**src/rtl/max7219_pkg.sv**
```systemverilog
// Shared constants and types for the MAX7219 responder model.
package max7219_pkg;

    // Register addresses as seen in frame bits [11:8]
    localparam logic [3:0] C_ADDR_NOOP         = 4'h0;
    localparam logic [3:0] C_ADDR_DIGIT0       = 4'h1;
    localparam logic [3:0] C_ADDR_DIGIT1       = 4'h2;
    localparam logic [3:0] C_ADDR_DIGIT2       = 4'h3;
    localparam logic [3:0] C_ADDR_DIGIT3       = 4'h4;
    localparam logic [3:0] C_ADDR_DIGIT4       = 4'h5;
    localparam logic [3:0] C_ADDR_DIGIT5       = 4'h6;
    localparam logic [3:0] C_ADDR_DIGIT6       = 4'h7;
    localparam logic [3:0] C_ADDR_DIGIT7       = 4'h8;
    localparam logic [3:0] C_ADDR_DECODE       = 4'h9;
    localparam logic [3:0] C_ADDR_INTENSITY    = 4'hA;
    localparam logic [3:0] C_ADDR_SCAN_LIMIT   = 4'hB;
    localparam logic [3:0] C_ADDR_SHUTDOWN     = 4'hC;
    localparam logic [3:0] C_ADDR_DISPLAY_TEST = 4'hF;

    // Nominal frame length and bit-counter saturation point
    localparam int         C_FRAME_BITS = 16;
    localparam logic [4:0] C_CNT_MAX    = 5'd31;

    // Receiver FSM states
    typedef enum logic [1:0] {
        S_IDLE   = 2'd0,
        S_SHIFT  = 2'd1,
        S_COMMIT = 2'd2
    } t_rx_state;

    // Register power-up values (device starts in shutdown)
    localparam logic [63:0] C_RST_DIGITS       = 64'h0;
    localparam logic [7:0]  C_RST_DECODE       = 8'h00;
    localparam logic [3:0]  C_RST_INTENSITY    = 4'h0;
    localparam logic [2:0]  C_RST_SCAN_LIMIT   = 3'h0;
    localparam logic        C_RST_SHUTDOWN_N   = 1'b0;
    localparam logic        C_RST_DISPLAY_TEST = 1'b0;

endpackage

```
**src/rtl/max7219_sync_edge.sv**
```systemverilog
// Multi-stage synchronizer for a raw asynchronous input, followed by a
// single history flop that turns level changes into one-cycle pulses.
module sync_edge #(
    parameter int P_STAGES = 2
) (
    input  logic i_Clk,
    input  logic i_Rst,
    input  logic i_Async,
    output logic o_Rise,
    output logic o_Fall
);

    logic [P_STAGES-1:0] r_sync;
    logic                r_prev;
    logic                w_sync;

    // Synchronizer chain: stage 0 samples the raw pin, each later stage
    // samples its predecessor.
    genvar gi;
    generate
        for (gi = 0; gi < P_STAGES; gi++) begin : g_stage
            if (gi == 0) begin : g_first
                // First stage captures the asynchronous input
                always_ff @(posedge i_Clk or posedge i_Rst) begin
                    if (i_Rst) r_sync[gi] <= 1'b0;
                    else       r_sync[gi] <= i_Async;
                end
            end else begin : g_next
                // Later stages resolve metastability
                always_ff @(posedge i_Clk or posedge i_Rst) begin
                    if (i_Rst) r_sync[gi] <= 1'b0;
                    else       r_sync[gi] <= r_sync[gi-1];
                end
            end
        end
    endgenerate

    assign w_sync = r_sync[P_STAGES-1];

    // History flop for edge detection
    always_ff @(posedge i_Clk or posedge i_Rst) begin
        if (i_Rst) r_prev <= 1'b0;
        else       r_prev <= w_sync;
    end

    assign o_Rise = w_sync & ~r_prev;
    assign o_Fall = ~w_sync & r_prev;

endmodule

```
**src/rtl/max7219_rx.sv**
```systemverilog
// MAX7219 responder: oversamples DIN/CLK/LOAD, assembles 16-bit frames and
// decodes committed frames into the display register set.
module max7219_rx
    import max7219_pkg::*;
#(
    parameter int P_STRICT      = 1,
    parameter int P_SYNC_STAGES = 2
) (
    input  logic        i_Clk,
    input  logic        i_Rst,
    input  logic        i_Sclk,
    input  logic        i_Din,
    input  logic        i_Load,
    output logic        o_Dout,
    output logic        o_Write_Valid,
    output logic [3:0]  o_Write_Addr,
    output logic [7:0]  o_Write_Data,
    output logic        o_Frame_Err,
    output logic [63:0] o_Digits,
    output logic [7:0]  o_Decode_Mode,
    output logic [3:0]  o_Intensity,
    output logic [2:0]  o_Scan_Limit,
    output logic        o_Shutdown_n,
    output logic        o_Display_Test
);

    logic w_sclk_rise;
    logic w_sclk_fall;
    logic w_load_rise;
    logic w_load_fall;
    logic w_din_sync;

    logic [P_SYNC_STAGES-1:0] r_din_sync;

    t_rx_state   r_state;
    logic [15:0] r_sr;
    logic [4:0]  r_bit_cnt;
    logic        r_write_valid;
    logic [3:0]  r_write_addr;
    logic [7:0]  r_write_data;
    logic        r_frame_err;
    logic [63:0] r_digits;
    logic [7:0]  r_decode_mode;
    logic [3:0]  r_intensity;
    logic [2:0]  r_scan_limit;
    logic        r_shutdown_n;
    logic        r_display_test;

    logic        w_accept;
    logic [2:0]  w_digit_idx;

    sync_edge #(.P_STAGES(P_SYNC_STAGES)) u_sclk_sync (
        .i_Clk   (i_Clk),
        .i_Rst   (i_Rst),
        .i_Async (i_Sclk),
        .o_Rise  (w_sclk_rise),
        .o_Fall  (w_sclk_fall)
    );

    sync_edge #(.P_STAGES(P_SYNC_STAGES)) u_load_sync (
        .i_Clk   (i_Clk),
        .i_Rst   (i_Rst),
        .i_Async (i_Load),
        .o_Rise  (w_load_rise),
        .o_Fall  (w_load_fall)
    );

    // Data only needs the level; its depth matches the clock path so the
    // sampled bit lines up with the Sclk rise pulse.
    genvar gi;
    generate
        for (gi = 0; gi < P_SYNC_STAGES; gi++) begin : g_din
            if (gi == 0) begin : g_first
                // First data stage captures the raw pin
                always_ff @(posedge i_Clk or posedge i_Rst) begin
                    if (i_Rst) r_din_sync[gi] <= 1'b0;
                    else       r_din_sync[gi] <= i_Din;
                end
            end else begin : g_next
                // Remaining data stages
                always_ff @(posedge i_Clk or posedge i_Rst) begin
                    if (i_Rst) r_din_sync[gi] <= 1'b0;
                    else       r_din_sync[gi] <= r_din_sync[gi-1];
                end
            end
        end
    endgenerate

    assign w_din_sync = r_din_sync[P_SYNC_STAGES-1];

    // Cascade tolerance: relaxed mode keeps the last 16 bits of a long frame
    assign w_accept = (r_bit_cnt == 5'(C_FRAME_BITS)) ||
                      ((P_STRICT == 0) && (r_bit_cnt >= 5'(C_FRAME_BITS)));

    // Addresses 1..8 map to digits 0..7; 8 wraps to 7 in three bits
    assign w_digit_idx = r_sr[10:8] - 3'd1;

    // Frame FSM, shift register and register file with registered outputs
    always_ff @(posedge i_Clk or posedge i_Rst) begin
        if (i_Rst) begin
            r_state        <= S_IDLE;
            r_sr           <= 16'h0;
            r_bit_cnt      <= 5'd0;
            r_write_valid  <= 1'b0;
            r_write_addr   <= 4'h0;
            r_write_data   <= 8'h00;
            r_frame_err    <= 1'b0;
            r_digits       <= C_RST_DIGITS;
            r_decode_mode  <= C_RST_DECODE;
            r_intensity    <= C_RST_INTENSITY;
            r_scan_limit   <= C_RST_SCAN_LIMIT;
            r_shutdown_n   <= C_RST_SHUTDOWN_N;
            r_display_test <= C_RST_DISPLAY_TEST;
        end else begin
            r_write_valid <= 1'b0;
            r_frame_err   <= 1'b0;
            case (r_state)
                S_IDLE: begin
                    r_bit_cnt <= 5'd0;
                    if (w_load_fall) r_state <= S_SHIFT;
                end
                S_SHIFT: begin
                    // A coincident Load rise still keeps this final bit
                    if (w_sclk_rise) begin
                        r_sr <= {r_sr[14:0], w_din_sync};
                        if (r_bit_cnt != C_CNT_MAX) r_bit_cnt <= r_bit_cnt + 5'd1;
                    end
                    if (w_load_rise) r_state <= S_COMMIT;
                end
                S_COMMIT: begin
                    r_state <= S_IDLE;
                    if (w_accept) begin
                        r_write_valid <= 1'b1;
                        r_write_addr  <= r_sr[11:8];
                        r_write_data  <= r_sr[7:0];
                        case (r_sr[11:8])
                            C_ADDR_DIGIT0, C_ADDR_DIGIT1, C_ADDR_DIGIT2, C_ADDR_DIGIT3,
                            C_ADDR_DIGIT4, C_ADDR_DIGIT5, C_ADDR_DIGIT6, C_ADDR_DIGIT7:
                                r_digits[{w_digit_idx, 3'b000} +: 8] <= r_sr[7:0];
                            C_ADDR_DECODE:       r_decode_mode  <= r_sr[7:0];
                            C_ADDR_INTENSITY:    r_intensity    <= r_sr[3:0];
                            C_ADDR_SCAN_LIMIT:   r_scan_limit   <= r_sr[2:0];
                            C_ADDR_SHUTDOWN:     r_shutdown_n   <= r_sr[0];
                            C_ADDR_DISPLAY_TEST: r_display_test <= r_sr[0];
                            default: ;
                        endcase
                    end else begin
                        r_frame_err <= 1'b1;
                    end
                end
                default: r_state <= S_IDLE;
            endcase
        end
    end

    assign o_Dout         = r_sr[15];
    assign o_Write_Valid  = r_write_valid;
    assign o_Write_Addr   = r_write_addr;
    assign o_Write_Data   = r_write_data;
    assign o_Frame_Err    = r_frame_err;
    assign o_Digits       = r_digits;
    assign o_Decode_Mode  = r_decode_mode;
    assign o_Intensity    = r_intensity;
    assign o_Scan_Limit   = r_scan_limit;
    assign o_Shutdown_n   = r_shutdown_n;
    assign o_Display_Test = r_display_test;

endmodule

```
**config.mk**
```make
export PLATFORM = sky130hd
export DESIGN_NAME = max7219_rx
export DESIGN_NICKNAME = d
export VERILOG_FILES = /design/src/rtl/max7219_pkg.sv /design/src/rtl/max7219_sync_edge.sv /design/src/rtl/max7219_rx.sv
export SDC_FILE = /design/constraint.sdc
export NUM_CORES = 1
export LEC_CHECK = 0
export CORE_MARGIN = 4
export CORE_UTILIZATION = 25
export CTS_CLUSTER_SIZE = 25
export DETAILED_ROUTE_END_ITERATION = 10
export GPL_TIMING_DRIVEN = 0
export HOLD_SLACK_MARGIN = 0.02
export MAX_ROUTING_LAYER = met4
export SLEW_MARGIN = 20
export SYNTH_ARGS = -nofsm -noshare
export SYNTH_HDL_FRONTEND = slang
export SYNTH_SLANG_ARGS = --single-unit
```
**constraint.sdc**
```tcl
create_clock -name i_Clk -period 5.6 [get_ports i_Clk]
set_clock_uncertainty 0.1 [all_clocks]
set_input_delay 1.12 -clock i_Clk [delete_from_list [all_inputs] [get_ports i_Clk]]
set_output_delay 1.12 -clock i_Clk [all_outputs]
set_load 0.02 [all_outputs]
```
# After elaboration in Yosys (flattened, before gate mapping)
# Cells that the tools add are included.
# totals
in_bits	5
reg_bits	126
out_inout_bits	96
# op_classes
n_mux	11
reduce_logical	13
bitwise_logic	6
addsub	3
n_eq_ne	21
n_shift	2
# ops
cell	n
bitwise mux 64 bit	1
variable shift 8 x 8 -> 64 bit, first input constant	1
indexed part select 8 x 8 -> 64 bit	1
== test 4 bit, second input constant	6
AND reduction 3 bit	7
== test 4 x 3 -> 1 bit, second input constant	4
2-to-1 mux 5 bit	2
case mux 5 bit (2 select lines)	1
== test 4 x 2 -> 1 bit, second input constant	2
negator 6 -> 8 bit	1
OR reduction 8 bit	1
inequality test 2 x 1 -> 1 bit, second input constant	3
AND reduction 2 bit	3
adder 5 x 1 -> 5 bit, second input constant	1
== test 5 bit, second input constant	1
inequality test 5 bit, second input constant	1
== test 4 x 1 -> 1 bit, second input constant	1
2-to-1 mux 1 bit	4
2-to-1 mux 2 bit	2
case mux 2 bit (2 select lines)	1
AND 1 bit	3
inverter 1 bit	3
subtractor 3 x 1 -> 3 bit, second input constant	1
== test 2 x 1 -> 1 bit, second input constant	1
other kinds (4)	4

# Depth between registers and ports, before layout
# Gate-level depths: netlist (run 1).
# depth
depth_word	4
mapped_depth	9

# By module
# From an unflattened synthesis (run 1), not the netlist that was laid out.
# hier_totals
cells_unflattened	463
hier_area_um2	5491.5
# modules_own_cells
module	cells_per_inst	area_each_um2	n_inst
max7219_rx	451	5303.8	1
sync_edge	6	93.8	2

# Worst setup path after synthesis (run 1)
# No wires, ideal clock.
# synth_path
path_kind	register -> register
start	reg r_sr[8]
end	reg r_digits[32], in the netlist o_Digits[32]
path_stages_with_launch	10
setup_slack_ns	3.025
setup_time_ns	0.125
arrival_ns	2.350
cell_sequence	dfrtp_1 -> inv_1 -> ha_1 -> xnor2_2 -> ha_1 -> clkbuf_1 -> nand2_1 -> nor3_1 -> nand3b_2 -> mux2_2
# synth_between
elab_chain_cells	4
# synth_lines
element	line	source
start: declaration	max7219_rx.sv:36	logic [15:0] r_sr;
start signal: assignment	max7219_rx.sv:125	r_sr <= {r_sr[14:0], w_din_sync};
subtractor 3 x 1 -> 3 bit	max7219_rx.sv:96	assign w_digit_idx = r_sr[10:8] - 3'd1;
negator 6 -> 8 bit	max7219_rx.sv:139	r_digits[{w_digit_idx, 3'b000} +: 8] <= r_sr[7:0];
indexed part select 8 x 8 -> 64 bit / variable shift 8 x 8 -> 64 bit (equally long branches)	max7219_rx.sv:139	
bitwise mux 64 bit	max7219_rx.sv:139	
end signal: indexed assignment	max7219_rx.sv:139	
end: declaration	max7219_rx.sv:42	logic [63:0] r_digits;
# Parallel ways exist; a longest one is shown, timed or not.
# A chain may end at the register's enable or synchronous reset.

# Worst setup path in the final report (run 1)
# layout_path
start	reg r_sr[8]
end	reg r_digits[51], in the netlist o_Digits[51]
# Same word-level chain as after synthesis.

==> results of run 1 <==
through the flow:
stage,worst slack (ps),hold WS (ps),power [mW]
after detailed placement,2440,235,1.32
after CTS,2430,248,2.37
after floorplan,1020,231,1.17
after global placement,-1050,236,1.31
after global routing,2180,254,2.43
final,2450,242,2.32
critical path, stage by stage, from the launching register on:
cell and delay, ps:
sky130_fd_sc_hd__dfrtp_1 560, sky130_fd_sc_hd__inv_1 220, sky130_fd_sc_hd__ha_1 310, sky130_fd_sc_hd__xnor2_2 220, sky130_fd_sc_hd__ha_1 280, sky130_fd_sc_hd__clkbuf_1 210, sky130_fd_sc_hd__nor3_1 880, sky130_fd_sc_hd__nand2_1 120
sky130_fd_sc_hd__mux2i_1 160
report_power, final:
part           total, mW  leakage, nW  switching, mW  internal (mW)
clock network       1.03        0.255          0.421          0.607
registers          0.976         1.73         0.0328          0.943
logic              0.314         1.20          0.232         0.0812
total               2.32         3.19          0.686           1.63
final cells by class:
type | count | area, sq um | share of cell area
plain buffers | 22 | 116 | 0.0157
clock buffers | 18 | 429 | 0.0579
clock inverters | 13 | 118 | 0.0159
inverters | 56 | 218 | 0.0294
multi-input cells | 258 | 2000 | 0.270
flip-flops and latches | 126 | 3150 | 0.426
well taps | 275 | 344 | 0.0464
repair buffers | 101 | 1030 | 0.139
metal layers:
metal | up-vias | track usage | share of wire
met5 | - | - | 0
met1 | 1791 | 0.166 | 0.48
li1 | 1747 | - | -
met2 | 81 | 0.180 | 0.45
met3 | 17 | 0.0380 | 0.053
met4 | 0 | 0.0426 | 0.017
how the worst max path moves through the flow:
stage | startpoint | end | slack (ps)
6_report | r_sr[8] | o_Digits[51] | 2450
4_1_cts | r_sr[8] | o_Digits[51] | 2430
2_1_floorplan | i_Rst | o_Decode_Mode[0] | 1020
3_3_place_gp | i_Rst | o_Decode_Mode[6] | -1050
3_5_place_dp | r_sr[8] | o_Digits[52] | 2440
5_1_grt | r_sr[8] | o_Digits[52] | 2180
flip-flops by register name, indices dropped and copies added (netlist names), 2 cells and up:
signal         cells
r_bit_cnt          5
o_Intensity        4
o_Write_Data       8
o_Write_Addr       4
o_Decode_Mode      8
o_Scan_Limit       3
r_state            2
o_Digits          64
r_sr              16
cells by family after synthesis:
logic type,count (synthesis),synth area share
buffers and inverters,78,0.0596
adders and majority gates,10,0.0228
AOI/OAI and AO/OA,15,0.0199
and+or+nand+nor,135,0.131
muxes,97,0.188
xor gates and xnor gates,1,0.00297
DFF,126,0.575
placed cells by master (no fill, tap or decap), types with 2 or more instances in the layout:
cell type and count:
sky130_fd_sc_hd__clkinv_2 3, sky130_fd_sc_hd__buf_1 2, sky130_fd_sc_hd__mux2i_1 48, sky130_fd_sc_hd__clkbuf_1 14
sky130_fd_sc_hd__dfrtp_1 126, sky130_fd_sc_hd__clkinv_4 2, sky130_fd_sc_hd__buf_6 4, sky130_fd_sc_hd__mux2_1 2
sky130_fd_sc_hd__inv_1 55, sky130_fd_sc_hd__nand2b_1 6, sky130_fd_sc_hd__o21ai_0 5, sky130_fd_sc_hd__and3_1 2
sky130_fd_sc_hd__clkdlybuf4s50_1 100, sky130_fd_sc_hd__nor4bb_1 2, sky130_fd_sc_hd__nor2_1 10, sky130_fd_sc_hd__clkbuf_16 17
sky130_fd_sc_hd__ha_1 10, sky130_fd_sc_hd__nor3_1 4, sky130_fd_sc_hd__mux2_2 47, sky130_fd_sc_hd__nand4_1 4
sky130_fd_sc_hd__inv_6 2, sky130_fd_sc_hd__clkinvlp_4 5, sky130_fd_sc_hd__a22o_1 7, sky130_fd_sc_hd__nand2_1 89
sky130_fd_sc_hd__buf_2 3, sky130_fd_sc_hd__nor4_4 5
Yosys cell counts, types with 3 or more instances:
cell	number	area share
sky130_fd_sc_hd__ha_1	10	0.023
sky130_fd_sc_hd__inv_1	56	0.038
sky130_fd_sc_hd__mux2_2	47	0.097
sky130_fd_sc_hd__nor3_1	4	0.0037
sky130_fd_sc_hd__clkbuf_1	13	0.0089
sky130_fd_sc_hd__a22o_1	7	0.011
sky130_fd_sc_hd__nand2_1	89	0.061
sky130_fd_sc_hd__nor4_4	5	0.019
sky130_fd_sc_hd__buf_2	3	0.0027
sky130_fd_sc_hd__dfrtp_1	126	0.58
sky130_fd_sc_hd__nand2b_1	6	0.0068
sky130_fd_sc_hd__nor2_1	10	0.0068
sky130_fd_sc_hd__buf_6	4	0.0082
sky130_fd_sc_hd__mux2i_1	48	0.088
sky130_fd_sc_hd__o21ai_0	5	0.0046
sky130_fd_sc_hd__nand4_1	4	0.0046
==> metrics.txt, run 1 <==
# TYPE chip_impl_metric gauge
chip_impl_metric{name="grt_pass1_wl",unit="mm"} 22.2
chip_impl_metric{name="dr.pass1.iters",unit=""} 4
chip_impl_info{name="worstSetupEndpointType",value="register"} 1
chip_impl_metric{name="placed_cells_incl_taps",unit=""} 838
chip_impl_metric{name="grt_overflow_total",unit=""} 0
chip_impl_metric{name="netlist_instances",unit=""} 462
chip_impl_metric{name="ys_types",unit=""} 37
chip_impl_metric{name="ff2ff_setup_slack",unit="ps"} 2450
chip_impl_info{name="grt_setup_unrepaired",value="false"} 1
chip_impl_metric{name="postSynthAreaPerCell",unit="sq um"} 11.9
chip_impl_metric{name="final_cell_count_without_fillers",unit=""} 869
chip_impl_metric{name="place_congestion",unit=""} 0.737
chip_impl_metric{name="postCtsResizedCells",unit=""} 0
chip_impl_metric{name="timing_hold_violations_final",unit=""} 0
chip_impl_metric{name="post-dp-hpwl",unit="mm"} 9.49
chip_impl_metric{name="fraction_of_the_core_area_covered_by_cells_at_the_end_of_the_flow",unit=""} 0.348
chip_impl_metric{name="cell_area_after_synthesis",unit="sq mm"} 0.00548
chip_impl_metric{name="report.final.setup_viol",unit=""} 0
chip_impl_metric{name="final_cell_area",unit="sq mm"} 0.00741
chip_impl_metric{name="die_area",unit="sq mm"} 0.0244
chip_impl_metric{name="timing_max_transition_violations_final",unit=""} 0
chip_impl_metric{name="flow.area_growth_from_synthesis",unit="%"} 35.1
chip_impl_metric{name="drt-total-wl",unit="mm"} 14.3
chip_impl_metric{name="fp.dieH",unit="um"} 156
chip_impl_metric{name="clkTransAtPathRegs",unit="ps"} 60
chip_impl_metric{name="fmax",unit="MHz"} 318
chip_impl_metric{name="antenna_cells_inserted",unit=""} 0
chip_impl_metric{name="number_of_input_and_output_port_buffers_inserted",unit=""} 100
chip_impl_metric{name="largest_net_degree_at_the_start_of_global_routing",unit=""} 92
chip_impl_metric{name="data_arrival_time_of_the_worst_path",unit="ps"} 3390
chip_impl_metric{name="antenna_found_initial",unit=""} 0
chip_impl_metric{name="nets",unit=""} 597
chip_impl_metric{name="final_layout_size_suffix_gt1_frac",unit=""} 0.165
chip_impl_info{name="outcome",value="finished, final reports clean"} 1
chip_impl_metric{name="initial_core_util",unit=""} 0.258
chip_impl_metric{name="clock_tree.htree_level_count",unit=""} 4
chip_impl_metric{name="post_drt_via_cell_ratio",unit=""} 4.18
chip_impl_info{name="min_from",value="u_load_sync.r_sync[0]"} 1
chip_impl_info{name="timing.hold.worst.class",value="reg -> reg"} 1
chip_impl_metric{name="cellPowerDensity",unit="mW/mm^2"} 313
chip_impl_metric{name="clockBufferDepth",unit=""} 2
chip_impl_metric{name="peakVddDrop",unit="mV"} 0.211
chip_impl_metric{name="ys_async_sr_fraction",unit=""} 1.00
chip_impl_metric{name="period_share",unit=""} 0.562
chip_impl_metric{name="design.core.area",unit="sq mm"} 0.0213
chip_impl_metric{name="min_delay_path_depth",unit=""} 0
chip_impl_metric{name="total_leakage_power",unit="nW"} 3.19
chip_impl_metric{name="synth-warning-count",unit=""} 0
chip_impl_metric{name="timing.max_cap.violations",unit=""} 0
chip_impl_metric{name="routed-via-count",unit=""} 3636
chip_impl_metric{name="critical_path_peak_fanout",unit=""} 11
chip_impl_metric{name="post_cts_setup_bufs",unit=""} 0
chip_impl_metric{name="avgRoutedWirePerCell",unit="um"} 16.4
chip_impl_metric{name="dr.first_iter.drc_count",unit=""} 118
chip_impl_metric{name="drc",unit=""} 0
chip_impl_metric{name="finalWorstPathRequiredPeriod",unit="ps"} 3150
chip_impl_metric{name="ff2ff_path_depth",unit=""} 8
chip_impl_metric{name="synth_nets",unit=""} 477
chip_impl_metric{name="tightestPinTransition",unit="ps"} 1040
chip_impl_metric{name="timing.critical_path.required",unit="ps"} 5840
chip_impl_info{name="cts_tree",value="done"} 1
chip_impl_info{name="r2r-start",value="r_sr[8]"} 1
chip_impl_metric{name="fillers",unit=""} 2120
chip_impl_info{name="hold_path_end",value="u_load_sync.w_sync"} 1
chip_impl_metric{name="worstSkewPairLatency",unit="ps"} 430
chip_impl_metric{name="place_area",unit="sq mm"} 0.00686
chip_impl_info{name="worst_setup_path_category",value="reg -> reg"} 1
chip_impl_info{name="regToRegEndpoint",value="o_Digits[51]"} 1
chip_impl_info{name="critical_path.startpoint_type",value="register"} 1
chip_impl_info{name="clock_tree.root_cell",value="sky130_fd_sc_hd__clkbuf_16"} 1
chip_impl_metric{name="synth-seq-area-share",unit=""} 0.575
chip_impl_metric{name="relSlewSlack",unit=""} 0.303
chip_impl_metric{name="chipWidth",unit="um"} 156
chip_impl_metric{name="number_of_global_route_vias_before_repair",unit=""} 3811
chip_impl_metric{name="ioPinCount",unit=""} 101
chip_impl_metric{name="detail-route-antenna-nets",unit=""} 0
chip_impl_metric{name="ys_seq_elements",unit=""} 126
chip_impl_metric{name="floorplan.rows",unit=""} 53
chip_impl_metric{name="grtUsageTotal",unit=""} 0.125
chip_impl_metric{name="cts.hold.buffers_added",unit=""} 0
chip_impl_metric{name="clock-sinks",unit=""} 126
chip_impl_info{name="synth_top_flop_cell",value="sky130_fd_sc_hd__dfrtp_1"} 1
chip_impl_metric{name="count_of_flip_flops_with_a_built_in_enable_after_synthesis",unit=""} 0
chip_impl_metric{name="tritoncts.num_buffers",unit=""} 17
chip_impl_metric{name="final_sum_of_negative_setup_slack",unit="ps"} 0
(Power assumes the default switching activity.)
==> inputs of run 2 (changes only) <==
==> constraint.sdc (replaced) <==
create_clock -name i_Clk -period 2.8 [get_ports i_Clk]
set_clock_uncertainty 0.1 [all_clocks]
set_input_delay 0.56 -clock i_Clk [delete_from_list [all_inputs] [get_ports i_Clk]]
set_output_delay 0.56 -clock i_Clk [all_outputs]
set_load 0.02 [all_outputs]
==> metrics.txt, run 2 (synthesis results as in run 1) <==
# TYPE chip_impl_metric gauge
chip_impl_metric{name="tritoncts.num_buffers",unit=""} 17
chip_impl_info{name="timing.critical_path.max_delay_family",value="simple AND/OR/NAND/NOR gates"} 1
chip_impl_metric{name="clkTransAtPathRegs",unit="ps"} 60
chip_impl_metric{name="largest_net_degree_at_the_start_of_global_routing",unit=""} 32
chip_impl_metric{name="timing.max_cap.violations",unit=""} 0
chip_impl_metric{name="post_drt_via_cell_ratio",unit=""} 4.19
chip_impl_metric{name="routed-via-count",unit=""} 3706
chip_impl_metric{name="worst_hold_slack",unit="ps"} 250
chip_impl_metric{name="dr.first_iter.drc_count",unit=""} 140
chip_impl_metric{name="nets",unit=""} 611
chip_impl_info{name="clock_tree.root_cell",value="sky130_fd_sc_hd__clkbuf_16"} 1
chip_impl_metric{name="flow.area_growth_from_synthesis",unit="%"} 39.7
chip_impl_metric{name="final_layout_size_suffix_gt1_frac",unit=""} 0.199
chip_impl_metric{name="ioPinCount",unit=""} 101
chip_impl_metric{name="clockBufferDepth",unit=""} 2
chip_impl_metric{name="critical_path_peak_fanout",unit=""} 8
chip_impl_metric{name="switching_share",unit=""} 0.287
chip_impl_metric{name="data_arrival_time_of_the_worst_path",unit="ps"} 2810
chip_impl_metric{name="clock-sinks",unit=""} 126
chip_impl_metric{name="dr.pass1.iters",unit=""} 4
chip_impl_metric{name="switchingPower",unit="mW"} 1.38
chip_impl_metric{name="cellPowerDensity",unit="mW/mm^2"} 630
chip_impl_info{name="layout.cells.most_common",value="sky130_fd_sc_hd__dfrtp_1"} 1
chip_impl_metric{name="min_delay_path_depth",unit=""} 0
chip_impl_metric{name="finalWorstPathRequiredPeriod",unit="ps"} 2610
chip_impl_metric{name="post-dp-hpwl",unit="mm"} 9.85
chip_impl_metric{name="antenna_cells_inserted",unit=""} 0
chip_impl_metric{name="final_cell_count_without_fillers",unit=""} 884
chip_impl_metric{name="grt_overflow_total",unit=""} 0
chip_impl_metric{name="fillers",unit=""} 2119
chip_impl_metric{name="place_congestion",unit=""} 0.737
chip_impl_metric{name="grt_pass1_wl",unit="mm"} 22.9
chip_impl_metric{name="placed_cells_incl_taps",unit=""} 841
chip_impl_info{name="layout_common_cells",value="125 x sky130_fd_sc_hd__dfrtp_1, 100 x sky130_fd_sc_hd__clkdlybuf4s50_1, 89 x sky130_fd_sc_hd__nand2_1, 53 x sky130_fd_sc_hd__inv_1, 48 x sky130_fd_sc_hd__mux2i_1"} 1
chip_impl_metric{name="total_leakage_power",unit="nW"} 3.32
chip_impl_metric{name="avgRoutedWirePerCell",unit="um"} 16.2
chip_impl_metric{name="report.power.total",unit="mW"} 4.82
chip_impl_metric{name="die_area",unit="sq mm"} 0.0244
chip_impl_metric{name="fmax",unit="MHz"} 382
chip_impl_metric{name="design.core.area",unit="sq mm"} 0.0213
chip_impl_metric{name="detail-route-antenna-nets",unit=""} 0
chip_impl_metric{name="clock_tree.htree_level_count",unit=""} 4
chip_impl_metric{name="timing.critical_path.required",unit="ps"} 2990
chip_impl_info{name="cts_tree",value="done"} 1
chip_impl_metric{name="tightestPinTransition",unit="ps"} 860
chip_impl_metric{name="fraction_of_the_core_area_covered_by_cells_at_the_end_of_the_flow",unit=""} 0.360
chip_impl_info{name="worst_setup_path_category",value="reg -> reg"} 1
chip_impl_info{name="timing.hold.worst.class",value="reg -> reg"} 1
chip_impl_metric{name="sequentialPowerShare",unit=""} 0.405
chip_impl_metric{name="relSlewSlack",unit=""} 0.427
chip_impl_metric{name="number_of_global_route_vias_before_repair",unit=""} 3981
chip_impl_metric{name="critical_path_depth",unit=""} 9
chip_impl_info{name="critical_path.startpoint_type",value="register"} 1
chip_impl_metric{name="peakVddDrop",unit="mV"} 0.408
chip_impl_metric{name="period_share",unit=""} 0.934
chip_impl_metric{name="cpPeakStageDelay",unit="ps"} 430
chip_impl_metric{name="number_of_input_and_output_port_buffers_inserted",unit=""} 100
chip_impl_metric{name="initial_core_util",unit=""} 0.258
chip_impl_info{name="critical_path.cell_chain",value="inv_2 > ha_2 > xnor2_2 > ha_1 > nor2b_1 > nand4_1 > or3_1 > buf_2 > mux2_2"} 1
chip_impl_metric{name="largest_register_ffs",unit=""} 64
chip_impl_metric{name="internal-power",unit="mW"} 3.44
chip_impl_metric{name="comb_power_share",unit=""} 0.138
chip_impl_metric{name="antenna_found_initial",unit=""} 0
chip_impl_metric{name="floorplan.rows",unit=""} 53
chip_impl_info{name="grt_setup_unrepaired",value="false"} 1
chip_impl_metric{name="grtUsageTotal",unit=""} 0.127
chip_impl_metric{name="timing_max_transition_violations_final",unit=""} 0
chip_impl_metric{name="timing_hold_violations_final",unit=""} 0
chip_impl_metric{name="worstSkewPairLatency",unit="ps"} 410
chip_impl_metric{name="fp.dieH",unit="um"} 156
chip_impl_metric{name="clkPwrFrac",unit=""} 0.458
chip_impl_info{name="worst_path_max_delay_cell",value="sky130_fd_sc_hd__dfrtp_2"} 1
chip_impl_metric{name="drt-total-wl",unit="mm"} 14.3
chip_impl_info{name="worstSetupEndpointType",value="register"} 1
chip_impl_metric{name="total_buffers_and_inverters_traversed_by_the_critical_path",unit=""} 2
chip_impl_metric{name="chipWidth",unit="um"} 156
chip_impl_info{name="outcome",value="finished, final reports clean"} 1
chip_impl_metric{name="drc",unit=""} 0
chip_impl_metric{name="ff2ff_path_depth",unit=""} 9
chip_impl_metric{name="report.final.setup_viol",unit=""} 0
[run 2: layout make-up]
class	count	area [sq um]	share of cell area
timing repair buffer	115	1210	0.158
multi-input combinational	258	2030	0.265
sequential	126	3150	0.412
buffer	22	118	0.0154
clock buffer	21	460	0.0601
tap	275	344	0.0449
clock inverter	11	130	0.0170
inverter	56	214	0.0279
[run 2: stage by stage]
step	instance area, sq um	setup slack [ps]	TNS [ps]
final	7660	185	0
after CTS	7630	5.98	0
after global routing	7660	3.63	0
after global placement	6830	-726	-104620
after floorplan	5490	225	0
after detailed placement	6920	-376	-15050
[run 2: worst register-to-register path, cell delays in order (launching register included)]
cell	delay (ps)
sky130_fd_sc_hd__dfrtp_2	430
sky130_fd_sc_hd__inv_2	90
sky130_fd_sc_hd__ha_2	220
sky130_fd_sc_hd__xnor2_2	250
sky130_fd_sc_hd__ha_1	290
sky130_fd_sc_hd__nor2b_1	150
sky130_fd_sc_hd__nand4_1	100
sky130_fd_sc_hd__or3_1	340
sky130_fd_sc_hd__buf_2	220
sky130_fd_sc_hd__mux2_2	290
[run 2: repair_timing]
item	in CTS	in global routing
buffers inserted	7	4
setup endpoints to repair	64	64
hold buffers	0	0
gates resized for setup	6	4
pin swaps	5	1
[run 2: final timing paths]
kind	startpoint	endpoint	slack (ps)
max reg2reg	r_sr[8]	o_Digits[6]	190
min in group asynchronous	i_Rst	o_Digits[56]	480
max in group asynchronous	i_Rst	o_Digits[6]	1410
min	u_sclk_sync.r_sync[0]	u_sclk_sync.w_sync	250
max	r_sr[8]	o_Digits[6]	190
min reg2reg	u_sclk_sync.r_sync[0]	u_sclk_sync.w_sync	250
[run 2: metal layers]
layer | up-vias | track usage | routed length, um
li1 | 1778 | - | -
met1 | 1834 | 0.166 | 6630
met2 | 79 | 0.193 | 6660
met3 | 15 | 0.0397 | 874
met4 | 0 | 0.0310 | 172
met5 | - | - | 0
[run 2: power groups by stage]
stage               registers [mW]  logic, mW  clock network (mW)
floorplan                     1.96      0.383                   0
global placement              1.99      0.640                   0
detailed placement            1.99      0.666                   0
CTS                           1.95      0.675                2.26
global route                  1.96      0.733                2.36
finish                        1.95      0.664                2.21
